`config.mk`:
```
export PLATFORM = sky130hd
export DESIGN_NAME = data_bus_bridge
export DESIGN_NICKNAME = d
export VERILOG_FILES = /design/src/rtl/data_bus_bridge.sv
export SDC_FILE = /design/constraint.sdc
export NUM_CORES = 1
export LEC_CHECK = 0
export ABC_CLOCK_PERIOD_IN_PS = 5100
export BUFFER_PORTS_ARGS = -buffer_cell sky130_fd_sc_hd__buf_2
export CAP_MARGIN = 20
export CORE_MARGIN = 5
export CORE_UTILIZATION = 47
export DETAILED_ROUTE_END_ITERATION = 7
export GPL_TIMING_DRIVEN = 0
export PLACE_DENSITY = 0.86
export SETUP_SLACK_MARGIN = 0.1
export SLEW_MARGIN = 20
export SYNTH_ARGS = -nofsm -noshare
export SYNTH_HDL_FRONTEND = slang
export SYNTH_SLANG_ARGS = --single-unit
```
`constraint.sdc`:
```
create_clock -name clk -period 5.1 [get_ports clk]
set_input_delay 1.02 -clock clk [delete_from_list [all_inputs] [get_ports clk]]
set_output_delay 1.02 -clock clk [all_outputs]
set_load 0.02 [all_outputs]
```
`src/rtl/data_bus_bridge.sv`:
```
// data_bus_bridge: turns the core's single-cycle data-RAM port into a
// request/acknowledge bus transaction, stalling the MEM stage until the
// bus answers (or times out) and presenting the read word for one cycle.
module data_bus_bridge #(
   parameter int unsigned TIMEOUT_CYCLES = 255
) (
   input  logic        clk,
   input  logic        rst,
   input  logic        ram_ce_i,
   input  logic        ram_we_i,
   input  logic [3:0]  ram_sel_i,
   input  logic [31:0] ram_addr_i,
   input  logic [31:0] ram_data_i,
   output logic [31:0] ram_data_o,
   output logic        stallreq_o,
   output logic        bus_req_o,
   output logic        bus_we_o,
   output logic [3:0]  bus_sel_o,
   output logic [31:0] bus_addr_o,
   output logic [31:0] bus_wdata_o,
   input  logic        bus_ack_i,
   input  logic [31:0] bus_rdata_i,
   output logic        err_o
);

   typedef enum logic [1:0] {IDLE, BUSY, DONE} state_t;

   localparam logic [9:0] TIMEOUT = 10'(TIMEOUT_CYCLES);

   state_t      state, state_next;
   logic [9:0]  cnt;
   logic [9:0]  cnt_inc;
   logic [31:0] rdata;
   logic        start, ack_done, tmo_done;

   assign cnt_inc = cnt + 10'd1;

   // State register
   always_ff @(posedge clk or posedge rst) begin
      if (rst) state <= IDLE;
      else     state <= state_next;
   end

   // Next-state, stall request and completion strobes; ack wins over timeout
   always_comb begin
      state_next = state;
      start      = 1'b0;
      ack_done   = 1'b0;
      tmo_done   = 1'b0;
      stallreq_o = 1'b0;
      ram_data_o = '0;
      case (state)
         IDLE: begin
            if (ram_ce_i) begin
               stallreq_o = 1'b1;
               start      = 1'b1;
               state_next = BUSY;
            end
         end
         BUSY: begin
            stallreq_o = 1'b1;
            if (bus_ack_i) begin
               ack_done   = 1'b1;
               state_next = DONE;
            end else if (cnt_inc == TIMEOUT) begin
               tmo_done   = 1'b1;
               state_next = DONE;
            end
         end
         DONE: begin
            ram_data_o = rdata;
            state_next = IDLE;
         end
         default: state_next = IDLE;
      endcase
   end

   // Bus latches, timeout counter, read register and sticky error flag
   always_ff @(posedge clk or posedge rst) begin
      if (rst) begin
         bus_req_o   <= 1'b0;
         bus_we_o    <= 1'b0;
         bus_sel_o   <= '0;
         bus_addr_o  <= '0;
         bus_wdata_o <= '0;
         cnt         <= '0;
         rdata       <= '0;
         err_o       <= 1'b0;
      end else begin
         if (start) begin
            bus_req_o   <= 1'b1;
            bus_we_o    <= ram_we_i;
            bus_sel_o   <= ram_sel_i;
            bus_addr_o  <= ram_addr_i & 32'hFFFF_FFFC;
            bus_wdata_o <= ram_data_i;
            cnt         <= '0;
         end else if (state == BUSY) begin
            cnt <= cnt_inc;
         end
         if (ack_done) begin
            rdata     <= bus_we_o ? '0 : bus_rdata_i;
            bus_req_o <= 1'b0;
         end
         if (tmo_done) begin
            rdata     <= '0;
            bus_req_o <= 1'b0;
            err_o     <= 1'b1;
         end
      end
   end

endmodule

```
Yosys cells after proc, flatten, opt, wreduce, memory -nomap -nowiden. Index checks and enable logic that the tools add are counted.

Add/sub/neg operators: 1. Equal/unequal tests: 5. Multiplexer cells: 21. Reductions and logical operators: 5.

Operator list (count): 32-bit two-way mux (4); 10-bit two-way mux (2); 10-bit by 1-bit adder with 10-bit output, second input constant (1); 10-bit by 8-bit == test with 1-bit output, second input constant (1); 1-bit two-way mux (10); 2-bit two-way mux (3); 2-bit one-hot mux with 2 select lines (1); 2-bit nonzero test (2); 3-bit inequality test, second input constant (1); 3-bit nonzero test (1); 2-bit by 1-bit == test with 1-bit output, second input constant (1); 2-bit == test, second input constant (1); 2-bit logical NOT (1); 2-bit inequality test, second input constant (1); 1-bit one-hot mux with 2 select lines (1); 2-bit AND reduction (1).

Register bits after elaboration: 113. Bits of input ports: 105. Output and inout bits: 104. Logic and storage cells: 41.

Logic depth before layout (Yosys ltp). Gate-level depths: netlist (run 1).

Depth after elaboration: 6. Mapped depth: 9. Mapped depth without buffers: 6.

Least setup slack after synthesis (run 1). No wires, ideal clock.

Path kind: input to output. Start point: in ram_ce_i. End point: out stallreq_o. Data arrival time: 1.570 ns. Data required time: 4.080 ns. Setup slack: 2.510 ns. Stages: 2. Path buffers: 0. Cell sequence: o21bai_1 > inv_1.

Cells in the longest elaborated chain, start to end: 2.

RTL lines: start: declaration (RTL line 9) `input logic ram_ce_i,`; 1-bit two-way mux (RTL line 54) `if (ram_ce_i) begin`; 1-bit one-hot mux with 2 select lines (RTL line 52) `case (state)`; end: declaration (RTL line 15) `output logic stallreq_o,`.

Every way passes these cells.

Worst setup path in the final report (run 1). Same ends and word-level chain as after synthesis.

==> summary.txt, run 1 <==
status: finished, final reports clean
most frequent cells after synthesis: 113 x dfrtp_1, 67 x mux2_2, 32 x a22o_1, 32 x and2_1, 14 x o21ai_0
hold depth: 1
Clock Latency Late Sink: 510 ps
FF/Latch Area: 2828 µm²
Cell Count Post-Placement: 675
cell area after synthesis: 4596 µm²
peak supply drop: 398.2 µV
crit path max fanout: 9
gpl congestion: 0.8063
clock sink count: 113
r2r setup slk: 2810 ps
worst clock skew: 5.103 ps
# DRC: 0
die span in x: 108.9 µm
Post-Layout Cell Count: 707
Worst setup EP type: output pin
WP data required: 4080 ps
hpwl dp: 8945 µm
initial antenna violation count: 0
Seq/Total Area, Yosys: 61.53%
# hold bufs at CTS: 0
most frequent cell after synthesis: dfrtp_1
most used cell, CP: buf_2
CTS Root Cell: clkbuf_8
Max-slew headroom: 54.96%
Buf/Inv on CP: 3
CP Data Arrival Time: 2020 ps
slowest CP cell: o21bai_1
ANT cells: 0
Layout fillers: 741
Pre-antenna DRT Iters: 4
type of origin of the critical path: input pin
LEAKAGE: 3.243 nW
Worst Hold Class: reg -> reg
Hold Vio Cnt, Final: 0
CP top delay family: compound AO/OA/AOI/OAI gates
worst hold margin: 453.4 ps
crit-path cells: buf_2, o21bai_1, inv_1, buf_2
Top FF cell, synth: dfrtp_1
Final #Nets: 668
Final Setup Violations: 0
Avg Vias per Cell: 5.008
worst r2r src: cnt[0]
global-route wire length before repair: 18760 µm
Worst Setup Slack, final: 2057 ps
worst stage delay on the critical path: 520 ps
largest net degree at the start of global routing: 61
power per cell area: 600.0 nW/µm²
Post CTS Setup Buffer Count: 0
vias post-DR: 3541
drt wl/cell: 16.97 µm
Area Growth Syn to Fin: 39.64%
Slew Limit Fails: 0
period utilization: 59.67%
FF-to-FF End: rdata[22]
Mean Syn Cell Area: 13.68 µm²
Std-Cell Core Area: 9639 µm²
GRT Total Usage: 20.88%
min cycle time layout: 3043 ps
#FFs+latches synth: 113
Starting Density: 47.68%
clk buf depth: 2
DRT Wirelength: 12000 µm
Antenna Nets Post-Route: 0
Worst-path clk slew: 50 ps
max cap viols: 0
RSZ-0062 raised after global routing: false
Overflow after GRT: 0
synth unique cells: 34
worst min-delay path endpoint: err_o
ys async rst share: 100.0%
area of the multi-input gates: 1635 µm²
die area: 11860 µm²
vias in the first global route: 3834
row count: 36
buffers added on ports: 204
setup TNS: 0 ps
CTS buffer count: 17
Synth top area share: 61.53%
CTS tree: yes
# IOs: 209
total number of yosys warnings: 0
Gate Count Post-Synth: 336
Hold Startpoint: err_o
cell taking the most area after synthesis: dfrtp_1
layout cells sized above 1: 55.05%
reg2reg path depth: 9
Synth area leaders: dfrtp_1 62%, mux2_2 16%, a22o_1 6.1%, and2_1 4.4%, o21ai_0 1.5%
H-tree depth: 4
slew at the pin closest to its max-slew limit: 672.7 ps
DR iter-0 viols: 152
die height: 108.9 µm
Setup CP Type: in -> out
CTS resizes: 0
Max Fclk: 328.6 MHz
Post-synth EDFFs: 0
pre-CTS WS: 1766 ps
## power by group
group	leakage [nW]	internal, mW	total [mW]	switching, mW
Clock	0.279	0.753	1.16	0.407
Sequential	1.39	1.25	1.44	0.195
Combinational	1.58	0.534	1.25	0.712
Total	3.24	2.54	3.85	1.31
## through the flow
| step | utilization [%] | power (mW) | cell area [µm²] |
|---|---|---|---|
| 2_1_floorplan | - | 2.228 | 4599 |
| 3_3_place_gp | 60.03 | 2.635 | 5787 |
| 3_5_place_dp | 60.37 | 2.708 | 5819 |
| 4_1_cts | 66.52 | 3.890 | 6412 |
| 5_1_grt | 66.58 | 4.060 | 6417 |
| 6_report | 66.58 | 3.850 | 6417 |
## cell families after synthesis
kind of cell | count (synthesis) | synth area share [%]
DFF | 113 | 61.53
muxes | 67 | 16.42
and+or+nand+nor | 66 | 7.950
AOI/OAI and AO/OA | 58 | 9.638
buffers and inverters | 25 | 3.076
xor gates and xnor gates | 4 | 0.7625
adders and majority gates | 2 | 0.5444
other | 1 | 0.08160
## routing by layer
metal  vias to the layer above  global-route usage, %  share of wire, %
li1                       1645                      -                 -
met1                      1730                  23.18                37
met2                       151                  34.65                51
met3                        15                  10.42                10
met4                         0                  7.394               1.5
met5                         -                      0                 0
## layout make-up
cell class / instances / area share [%]
plain buffers: 21 / 1.969
clock buffers: 18 / 6.668
clock inverters: 14 / 2.574
inverters: 4 / 0.3120
multi-input cells: 199 / 25.48
flip-flops and latches: 113 / 44.06
well taps: 133 / 2.593
repair buffers: 205 / 16.34
## worst max-delay path by stage
stage             start             end  slack, ps  cells past startpoint
4_1_cts        state[1]   ram_data_o[7]       2060                      4
5_1_grt        state[1]   ram_data_o[7]       1900                      4
2_1_floorplan       rst  bus_addr_o[10]       1090                      1
6_report       ram_ce_i      stallreq_o       2060                      4
3_5_place_dp   ram_ce_i  bus_addr_o[23]       1770                      5
3_3_place_gp        rst  bus_addr_o[26]         20                      2
## state kept, by name, indices dropped and copies added, names as in the netlist
name	cells
bus_sel_o	4
bus_wdata_o	32
err_o	1
bus_we_o	1
bus_addr_o	30
rdata	32
cnt	10
bus_req_o	1
state	2
## layout by cell type, fill, tap and decap left out, types with 2 or more instances in the layout
cell,count
nand2b_1,2
nand3_1,5
conb_1,2
ha_1,2
xor2_1,3
inv_1,3
a21oi_1,2
buf_4,2
clkbuf_8,2
nor2_1,5
clkinvlp_4,5
clkbuf_1,12
and2_1,32
buf_6,5
clkinv_2,4
mux2_2,67
and3_1,2
clkbuf_16,16
o21ai_0,14
bufinv_16,3
nand2_1,13
dfrtp_1,113
clkinv_4,2
nor2b_1,2
a22o_1,32
buf_2,206
o31ai_1,2
No activity file was read; power rests on OpenSTA's default activity.
==> run 2, diff against run 1 <==
- ABC_CLOCK_PERIOD_IN_PS: 5100 -> 2500
- CORE_UTILIZATION: 47 -> 42
- PLACE_DENSITY: 0.86 -> 0.82
- clock period: 5.1 -> 2.5 ns (I/O delays scaled with it)
==> run 2 against run 1 <==
Clock power is 110% higher; clock-buffer cell count is 3 higher; cell count increased by 1.4%; power grew 100%; die area up 11%; utilization fell by 6.4 points; critical endpoint is now rdata[1]; largest cell class unchanged.
==> summary.txt, run 2 (synthesis results as in run 1) <==
power per cell area: 1212 nW/µm²
row count: 38
status: finished, final reports clean
layout cells sized above 1: 55.81%
Final #Nets: 671
Post-Layout Cell Count: 717
Pre-antenna DRT Iters: 4
Setup CP Type: reg -> reg
Regs by FF count: bus_wdata_o: 32 flops, rdata: 32 flops, bus_addr_o: 30 flops
CP Data Arrival Time: 2620 ps
peak supply drop: 822.3 µV
Starting Density: 42.58%
worst clock skew: 6.491 ps
ANT cells: 0
slew at the pin closest to its max-slew limit: 682.2 ps
Std-Cell Core Area: 10790 µm²
vias post-DR: 3513
type of origin of the critical path: flop
Slew Limit Fails: 0
worst stage delay on the critical path: 420 ps
Avg Vias per Cell: 4.900
vias in the first global route: 3903
crit path max fanout: 10
WP data required: 2870 ps
total chip power: 7.877 mW
H-tree depth: 4
Worst-path clk slew: 60 ps
gpl congestion: 0.8452
Post-DP Area: 5859 µm²
max cap viols: 0
Core Util, Final: 60.21%
Max-slew headroom: 54.42%
die area: 13130 µm²
initial antenna violation count: 0
Cell Count Post-Placement: 684
crit-path cells: ha_1, and4_1, buf_6, a211oi_2, a41oi_1, o31a_1, buf_6, buf_6, a22o_1
die span in x: 114.6 µm
hpwl dp: 8663 µm
RSZ-0062 raised after global routing: true
min cycle time layout: 2247 ps
# DRC: 0
Antenna Nets Post-Route: 0
Final Instance Area: 6499 µm²
period utilization: 89.90%
Max Fclk: 445.0 MHz
commonest non-fill, non-tap cells in the layout: 206 x buf_2, 113 x dfrtp_1, 67 x mux2_2
DRT Wirelength: 11340 µm
Hold Vio Cnt, Final: 0
Buf/Inv on CP: 3
commonest non-fill, non-tap cell in the layout: buf_2
Worst Hold Class: in -> reg
Final Setup Violations: 0
Post CTS Setup Buffer Count: 0
LEAKAGE: 3.280 nW
Levels on crit path: 9
reg2reg path depth: 9
CTS buffer count: 17
# IOs: 209
Clock Latency Late Sink: 490 ps
CTS Root Cell: clkbuf_8
Overflow after GRT: 0
largest net degree at the start of global routing: 37
hold depth: 2
clock sink count: 113
CP top delay family: compound AO/OA/AOI/OAI gates
clk buf depth: 2
global-route wire length before repair: 18670 µm
Worst setup EP type: flop
die height: 114.6 µm
Area Growth Syn to Fin: 41.41%
CTS tree: yes
DR iter-0 viols: 73
buffers added on ports: 204
slowest CP cell: dfrtp_1
GRT Total Usage: 17.98%
drt wl/cell: 15.81 µm
most used cell, CP: buf_6
[run 2: worst paths after layout]
kind / from / to / slack (ps)
max in group asynchronous: rst / bus_addr_o[4] / 1280
setup reg to reg: cnt[0] / rdata[1] / 250
setup / recovery: cnt[0] / rdata[1] / 250
hold reg to reg: err_o / err_o / 480
min in group asynchronous: rst / bus_wdata_o[22] / 520
hold / removal: bus_rdata_i[14] / rdata[14] / 230
[run 2: worst register-to-register path, delay by kind of cell (launching register included)]
family	cells	cell delay (ps)
AOI/OAI and AO/OA	4	790
adders and majority gates	1	280
buffers and inverters	3	410
DFF	1	420
and+or+nand+nor	1	230
[run 2: final cells by class]
| cell class | count | area, µm² |
|---|---|---|
| clock inverter | 11 | 155.1 |
| timing repair buffer | 208 | 1091 |
| multi-input combinational | 199 | 1642 |
| buffer | 21 | 130.1 |
| sequential | 113 | 2828 |
| fill | 861 | 4294 |
| tap | 140 | 175.2 |
| inverter | 4 | 18.77 |
| clock buffer | 21 | 459.2 |
[run 2: where the power goes]
part	total (mW)	internal [mW]	switching (mW)
sequential	2.94	2.55	0.389
clock	2.42	1.60	0.820
combinational	2.52	1.10	1.42
total	7.88	5.25	2.63
[run 2: routing by layer]
layer / vias up / GRT usage (%) / part of all wire (%) / wire (µm)
li1: 1642 / - / - / -
met1: 1712 / 21.38 / 39 / 4415
met2: 142 / 29.18 / 50 / 5661
met3: 17 / 7.452 / 9.3 / 1056
met4: 0 / 6.730 / 1.8 / 203
met5: - / 0 / 0 / 0
[run 2: timing repair]
item                                    in CTS  in global routing
hold buffers                                 1                  0
hold endpoints to repair                     9                  0
endpoints found under the setup margin      48                 31
resized for setup                            2                  7
[run 2: per-stage QoR]
step / hold WS, ps / setup TNS [ps] / setup slack (ps)
after floorplan: 457.9 / 0 / 406.4
after global placement: 451.5 / -7165 / -210.6
after detailed placement: 469.9 / -2363 / -180.9
after CTS: 200.7 / 0 / 126.4
after global routing: 201.3 / 0 / 91.31
final: 228.1 / 0 / 252.6
